$ cat config.mk
export PLATFORM = sky130hd
export DESIGN_NAME = decode_stage_param
export DESIGN_NICKNAME = d
export VERILOG_FILES = /design/src/rtl/decode_stage_param.sv
export SDC_FILE = /design/constraint.sdc
export NUM_CORES = 1
export LEC_CHECK = 0
export CORE_MARGIN = 4
export CORE_UTILIZATION = 50
export DETAILED_ROUTE_END_ITERATION = 8
export HOLD_SLACK_MARGIN = 0.05
export PLACE_DENSITY_LB_ADDON = 0.12
export SLEW_MARGIN = 25
export SYNTH_ARGS = -nofsm -noshare
export SYNTH_HDL_FRONTEND = slang
export SYNTH_SLANG_ARGS = --single-unit
$ cat constraint.sdc
create_clock -name clk -period 1.24 [get_ports clk]
set_input_delay 0.248 -clock clk [delete_from_list [all_inputs] [get_ports clk]]
set_output_delay 0.248 -clock clk [all_outputs]
set_load 0.1 [all_outputs]
$ cat src/rtl/decode_stage_param.sv
// Parametrised pipelined decode stage: splits an instruction into fn/op1/op2,
// tags it with the PC counter, and reads register operands with write-back
// forwarding. Valid/ready on both sides, flush redirects the PC counter.
module decode_stage_param #(
    parameter int unsigned DATA_W = 8,
    parameter int unsigned FN_W   = 2,
    parameter int unsigned REG_AW = 3,
    parameter int unsigned PC_W   = 8,
    localparam int unsigned INSTR_W = FN_W + 1 + 2 * DATA_W
) (
    input  logic               clk,
    input  logic               rst_n,
    input  logic               in_valid,
    output logic               in_ready,
    input  logic [INSTR_W-1:0] instr,
    output logic               out_valid,
    input  logic               out_ready,
    output logic [PC_W-1:0]    pc,
    output logic [DATA_W-1:0]  op1,
    output logic [DATA_W-1:0]  op2,
    output logic [FN_W-1:0]    fn,
    output logic               err,
    input  logic               wb_en,
    input  logic [REG_AW-1:0]  wb_addr,
    input  logic [DATA_W-1:0]  wb_data,
    input  logic               flush,
    input  logic [PC_W-1:0]    flush_pc
);

    localparam int unsigned NREGS = 1 << REG_AW;

    logic [DATA_W-1:0] regs_q [NREGS];
    logic [DATA_W-1:0] regs_d [NREGS];

    logic              out_valid_q, out_valid_d;
    logic [PC_W-1:0]   pc_q, pc_d;
    logic [PC_W-1:0]   cnt_q, cnt_d;
    logic [DATA_W-1:0] op1_q, op1_d;
    logic [DATA_W-1:0] op2_q, op2_d;
    logic [FN_W-1:0]   fn_q, fn_d;
    logic              err_q, err_d;

    logic [FN_W-1:0]   fn_f;
    logic              mode_f;
    logic [DATA_W-1:0] a_fld;
    logic [DATA_W-1:0] b_fld;
    logic [REG_AW-1:0] a_idx;
    logic [REG_AW-1:0] b_idx;
    logic [DATA_W-1:0] rd_a;
    logic [DATA_W-1:0] rd_b;
    logic              idx_err;
    logic              accept;

    // Field extraction: {fn, mode, a_fld, b_fld}
    assign fn_f   = instr[INSTR_W-1 -: FN_W];
    assign mode_f = instr[2*DATA_W];
    assign a_fld  = instr[2*DATA_W-1 -: DATA_W];
    assign b_fld  = instr[DATA_W-1:0];
    assign a_idx  = a_fld[REG_AW-1:0];
    assign b_idx  = b_fld[REG_AW-1:0];

    // Flush blocks acceptance; otherwise accept when the output slot frees up
    assign in_ready = !flush && (!out_valid_q || out_ready);
    assign accept   = in_valid && in_ready;

    // Register reads with same-cycle write-back forwarding; R0 reads zero
    always_comb begin
        rd_a    = '0;
        rd_b    = '0;
        idx_err = (|(a_fld >> REG_AW)) || (|(b_fld >> REG_AW));
        if (a_idx != '0) begin
            rd_a = (wb_en && wb_addr == a_idx) ? wb_data : regs_q[a_idx];
        end
        if (b_idx != '0) begin
            rd_b = (wb_en && wb_addr == b_idx) ? wb_data : regs_q[b_idx];
        end
    end

    // Register file write port; writes to R0 are dropped
    always_comb begin
        regs_d = regs_q;
        if (wb_en && wb_addr != '0) begin
            regs_d[wb_addr] = wb_data;
        end
    end

    // Output slot and PC counter next-state; flush wins over accept
    always_comb begin
        out_valid_d = out_valid_q;
        pc_d        = pc_q;
        cnt_d       = cnt_q;
        op1_d       = op1_q;
        op2_d       = op2_q;
        fn_d        = fn_q;
        err_d       = err_q;
        if (flush) begin
            out_valid_d = 1'b0;
            cnt_d       = flush_pc;
        end else if (accept) begin
            out_valid_d = 1'b1;
            pc_d        = cnt_q;
            cnt_d       = cnt_q + PC_W'(1);
            fn_d        = fn_f;
            if (mode_f) begin
                op1_d = rd_a;
                op2_d = rd_b;
                err_d = idx_err;
            end else begin
                op1_d = a_fld;
                op2_d = b_fld;
                err_d = 1'b0;
            end
        end else if (out_ready) begin
            out_valid_d = 1'b0;
        end
    end

    // State registers
    always_ff @(posedge clk or negedge rst_n) begin
        if (!rst_n) begin
            out_valid_q <= 1'b0;
            pc_q        <= '0;
            cnt_q       <= '0;
            op1_q       <= '0;
            op2_q       <= '0;
            fn_q        <= '0;
            err_q       <= 1'b0;
            for (int unsigned i = 0; i < NREGS; i++) begin
                regs_q[i] <= '0;
            end
        end else begin
            out_valid_q <= out_valid_d;
            pc_q        <= pc_d;
            cnt_q       <= cnt_d;
            op1_q       <= op1_d;
            op2_q       <= op2_d;
            fn_q        <= fn_d;
            err_q       <= err_d;
            regs_q      <= regs_d;
        end
    end

    assign out_valid = out_valid_q;
    assign pc        = pc_q;
    assign op1       = op1_q;
    assign op2       = op2_q;
    assign fn        = fn_q;
    assign err       = err_q;

endmodule
# == After elaboration in Yosys (flattened, before gate mapping) ==
# Index checks and enable logic that the tools add are counted.
# word_totals
in_bits,44
elab_cells,65
memories,0
mem_bits_ro,0
reg_bits,100
ramBits,0
output_inout_bits,29
latchBits,0
# classes
n_mux,21
n_div,0
n_eq_ne,2
n_bitwise,4
add_sub_neg,1
magnitude_cmp,4
n_reduce_logical,18
n_mul,0
n_shift,0
# op_table
cell,n
two-way mux 8 bit,13
bitwise mux 64 bit,1
binary-select mux 8 bit (select 3 bit),2
demux 8 bit (select 3 bit),1
">= comparator 4 bit, second input constant",3
NOT 3 -> 4 bit,3
nonzero test 3 bit,4
OR reduction 5 bit,2
"adder 8 x 1 -> 8 bit, second input constant",1
== test 3 bit,2
logical AND 1 bit,6
"< comparator 4 x 1 -> 1 bit, second input constant",1
two-way mux 1 bit,4
zero test 1 bit,2
logical OR 1 bit,2
AND reduction 2 bit,1
nonzero test 2 bit,1
NOT 1 bit,1

# == Longest topological paths before layout ==
# logic_depth
word_depth,7
depth_mapped,7
ltp_nobuf,4

# == Worst setup path before layout ==
# No wires, ideal clock.
# synth_path
path_kind,reg2out
from,reg out_valid_q (netlist: out_valid)
to,out in_ready
t_required_ns,0.992
stages_incl_launch_ff,4
path_buffers,1
setup_slack_ns,-1.535
arrival_ns,2.527
cell_sequence,dfrtp_1 > nor2b_1 > clkbuf_1 > nor2_1
# synth_via
elab_chain_len,3
# synth_rtl
item,line_no,source
start: declaration,35,"logic out_valid_q, out_valid_d;"
start signal: assignment,132,out_valid_q <= out_valid_d;
zero test 1 bit,63,assign in_ready = !flush && (!out_valid_q || out_ready);
logical OR 1 bit,63,
logical AND 1 bit,63,
end: declaration,14,"output logic in_ready,"
# No other way between the ends.

# == Worst setup path in the final report ==
# Ends and elaborated chain as after synthesis.

==> results.txt <==
The internal power contribution came out at 7.01 mW. The worst path arrival time is approximately 1400 ps. In the final layout, flip-flops and latches occupy 2510 µm². The initial utilization of the core area, before any placement, comes to 51.7%. The final weighted congestion in routability-driven placement is 0.885. The sink count of the clock tree is 100. Setup repair after global routing could not meet its margin everywhere. In the synthesized netlist the dominant register cell turns out to be dfrtp_1. The number of hold violations in the final report is 0. The count of port buffers added during placement came out at 72. The netlist uses 49 different library cells. The layout overhead on the synthesized area is 44.9%. The type of the tightest min-delay check is in2async. The die area came out at roughly 12000 µm². The placement-stage worst setup slack is -827 ps. Among cell families on the critical path, the largest total delay comes from flip-flops. The reg-to-reg endpoint is op2[0]. The overall track demand over capacity in global routing is 25.1%. The maximum net fanout on the critical path is 2. The leftover overflow at the end of global routing is 0. After detailed placement, the total cell area comes to just over 7000 µm². The fraction of final layout cells sized beyond drive strength 1 is 47.9%.

The core footprint came out at 10400 µm². The design area came out at about 7800 µm². Entering global routing, the biggest net connects 46 pins. The count of boundary I/O pins is 73. The switching part of the total power came out at 36.6%. The number of clock buffers inserted by TritonCTS came out at 9. After detailed routing, the number of remaining DRC violations is 0. The net load switching power came out at 4.04 mW. The logic depth of the worst path, buffers included is 4. The worst max-slew margin expressed relative to the limit came out at 70.9%. The Yosys step of the flow raised 0 warnings. Static timing analysis puts the maximum clock frequency at 618 MHz. The per-cell routed wire length came out at 21.3 µm. Across the VDD grid, the largest voltage drop is 1.05 mV.

The flow ran to the end, but the final reports show violations. On the critical path, the stage with the largest delay is an instance of dfrtp_4. The max-slew violation total from the final report was 0.

Across the run, the number of max-cap violations was 0. The signal on the critical path passes through nor2b_4, buf_6, nor2_4, buf_12. The clock transition at the registers of the reported paths is around 110 ps. Setup violations remaining at the end of the flow were counted as 48. In this run the vertical extent of the chip is 112 µm. The total area of multi-input combinational cells is 2940 µm². The number of nets at the end of the flow came out at 630. The category of the worst setup path capture point is an output port. For the worst flop-to-flop path, the logic depth is 6. The async set or reset register ratio after synthesis is 100%.

The average via count per standard cell is 6.02. The tree is rooted in a clkbuf_8. The critical path is of the reg2out type.

The smallest setup slack after layout is -378 ps. The clock tree synthesis step divided the H-tree into 3 levels. TritonCTS built the clock tree.

The clock network is responsible for 19.1% of the overall power. The leakage power is 3.45 nW. The placed wire-length estimate after detailed placement came out at 10600 µm.

The power share of the sequential group came out at between 40% and 50%. The detailed-router iteration count before antenna repair is 5. The iteration-0 DRC count of the detailed router came out at approximately 330.

The sequential area share after synthesis came out at 46.5%. Leaving out fill and tap cells, the most frequent cell in the layout is dfrtp_1. For flop-to-flop paths, the worst setup slack is -330 ps. The final reports fail on negative setup slack.

The number of antenna violations at the first check in global routing came out at 0. The clock period minus final worst setup slack is 1620 ps. The synthesized cell area came out at 5380 µm².

The combined buffer and inverter count along the critical path came out at 2. The required time of the critical path is 990 ps. The worst setup path is launched from a flip-flop. The worst register-to-register path begins at out_valid. The most critical setup path has its startpoint at out_valid. The detail route stage leaves a number of antenna-violating nets equal to 0. The setup clock skew after layout is 15.3 ps. The count of mapped cells out of synthesis came out at 437. Clock latency on the worst-skew pair, taken at its later pin, is between 300 and 400 ps. The routed via count came out at about 4400. The final cycle utilization of the critical path came out at 130%.

Synthesis produced a netlist with a net count of 482. The post-synthesis register bit count is 100. In this run the worst setup path terminates at in_ready. The number of global-route vias before repair came out at 4466. Per report_power, the combinational group accounts for about two fifths of the total. The slew of the pin with the lowest slew margin came out at 436 ps. The first-pass GRT wire length is 24600 µm. The standard-cell row count is 37. The worst hold slack across all endpoints came out at approximately 270 ps. The die width is 112 µm. The biggest cell delay along the critical path came out at 480 ps. The number of buffers between clock root and the deepest sink came out at 2. The ratio of total power to cell area is 1420 nW/µm². The top cell types in the final layout, fill and taps aside, are dfrtp_1, buf_4, nand2_1.

The number of enable-type register cells in the synthesized netlist came out at 0. The number of fill cells in the layout is between 600 and 700. The repair_antennas step left the layout with diodes totalling 0. The final routed wirelength across all metal layers came out at 15400 µm. The average size of a mapped cell came out at 12.3 µm².
power by group through the flow:
stage	registers, mW	clock network [mW]	logic [mW]
global placement	4.45	0	4.18
global route	4.52	2.31	4.70
detailed placement	4.48	0	4.27
finish	4.45	2.11	4.48
floorplan	5.44	0	1.54
CTS	4.42	2.15	4.38
per-stage QoR:
stage | utilization (%) | TNS, ps | instances | total power, mW
2_1_floorplan | - | -9960 | 437 | 6.98
3_3_place_gp | 69.4 | -49410 | 690 | 8.63
3_5_place_dp | 69.4 | -51370 | 690 | 8.74
4_1_cts | 73.8 | -8920 | 718 | 11.0
5_1_grt | 74.9 | -11630 | 725 | 11.5
6_report | 74.9 | -9060 | 725 | 11.1
cell usage after synthesis, types with 2 or more instances:
library cell	n	area, µm²
a2111o_1	11	124
a21oi_1	27	135
a22oi_1	2	15.0
a31oi_1	4	25.0
and4_1	2	17.5
buf_1	3	11.3
buf_2	9	45.0
buf_6	3	33.8
clkbuf_1	17	63.8
clkbuf_8	2	27.5
dfrtp_1	100	2500
inv_2	2	7.51
mux2_2	70	788
mux2i_1	9	90.1
mux4_1	10	263
mux4_2	18	405
nand2_1	53	199
nand3_1	15	75.1
nand3b_1	2	15.0
nand4_1	7	43.8
nand4b_1	3	26.3
nor2_1	10	37.5
nor2b_1	3	18.8
nor3_1	2	10.0
nor3_2	2	20.0
nor4bb_1	2	20.0
o21ai_0	5	25.0
o21ai_1	2	10.0
o22ai_1	11	68.8
or4_1	3	22.5
xnor2_1	7	61.3
xor2_1	4	35.0
cell families (layout without fill, tap and decap cells):
kind of cell / count (synthesis) / in the layout / synth area share (%)
DFF: 100 / 100 / 46.5
adders and majority gates: 1 / 1 / 0.232
muxes: 107 / 107 / 28.7
and+or+nand+nor: 111 / 111 / 10.4
xor gates and xnor gates: 11 / 11 / 1.79
AOI/OAI and AO/OA: 67 / 67 / 8.27
buffers and inverters: 40 / 192 / 4.14
metal layers:
layer	up-vias	wire length (µm)	GRT usage [%]
met4	0	288	6.00
met1	2210	6660	35.1
li1	1950	-	-
met5	-	0	0
met3	27	980	4.95
met2	178	7490	40.7
cell type report:
| class | count | share of cell area, % |
|---|---|---|
| well taps | 136 | 2.18 |
| clock buffers | 10 | 1.64 |
| inverters | 3 | 0.144 |
| flip-flops and latches | 100 | 32.2 |
| repair buffers | 174 | 25.4 |
| multi-input cells | 297 | 37.6 |
| clock inverters | 5 | 0.786 |
repair_timing:
item / CTS / global route
setup buffers: 9 / 8
cloned: 3 / 0
gates resized for setup: 43 / 25
pin swaps: 10 / 6
endpoints found under the setup margin: 104 / 75
hold buffers: 1 / 0
endpoints found under the hold margin: 100 / 0
worst min-delay path by stage:
stage,endpoint,slack (ps),depth (start not counted)
CTS,regs_q[50],270,2
global route,regs_q[26],270,2
floorplan,cnt_q[0],-50,0
global placement,regs_q[58],120,1
detailed placement,regs_q[50],130,1
finish,regs_q[50],270,2
registers in the layout, summed over array words and instances, names as in the netlist:
signal / cells
cnt_q: 8
err: 1
fn: 2
op1: 8
op2: 8
out_valid: 1
pc: 8
regs_q: 64
No activity file was read; power rests on OpenSTA's default activity.
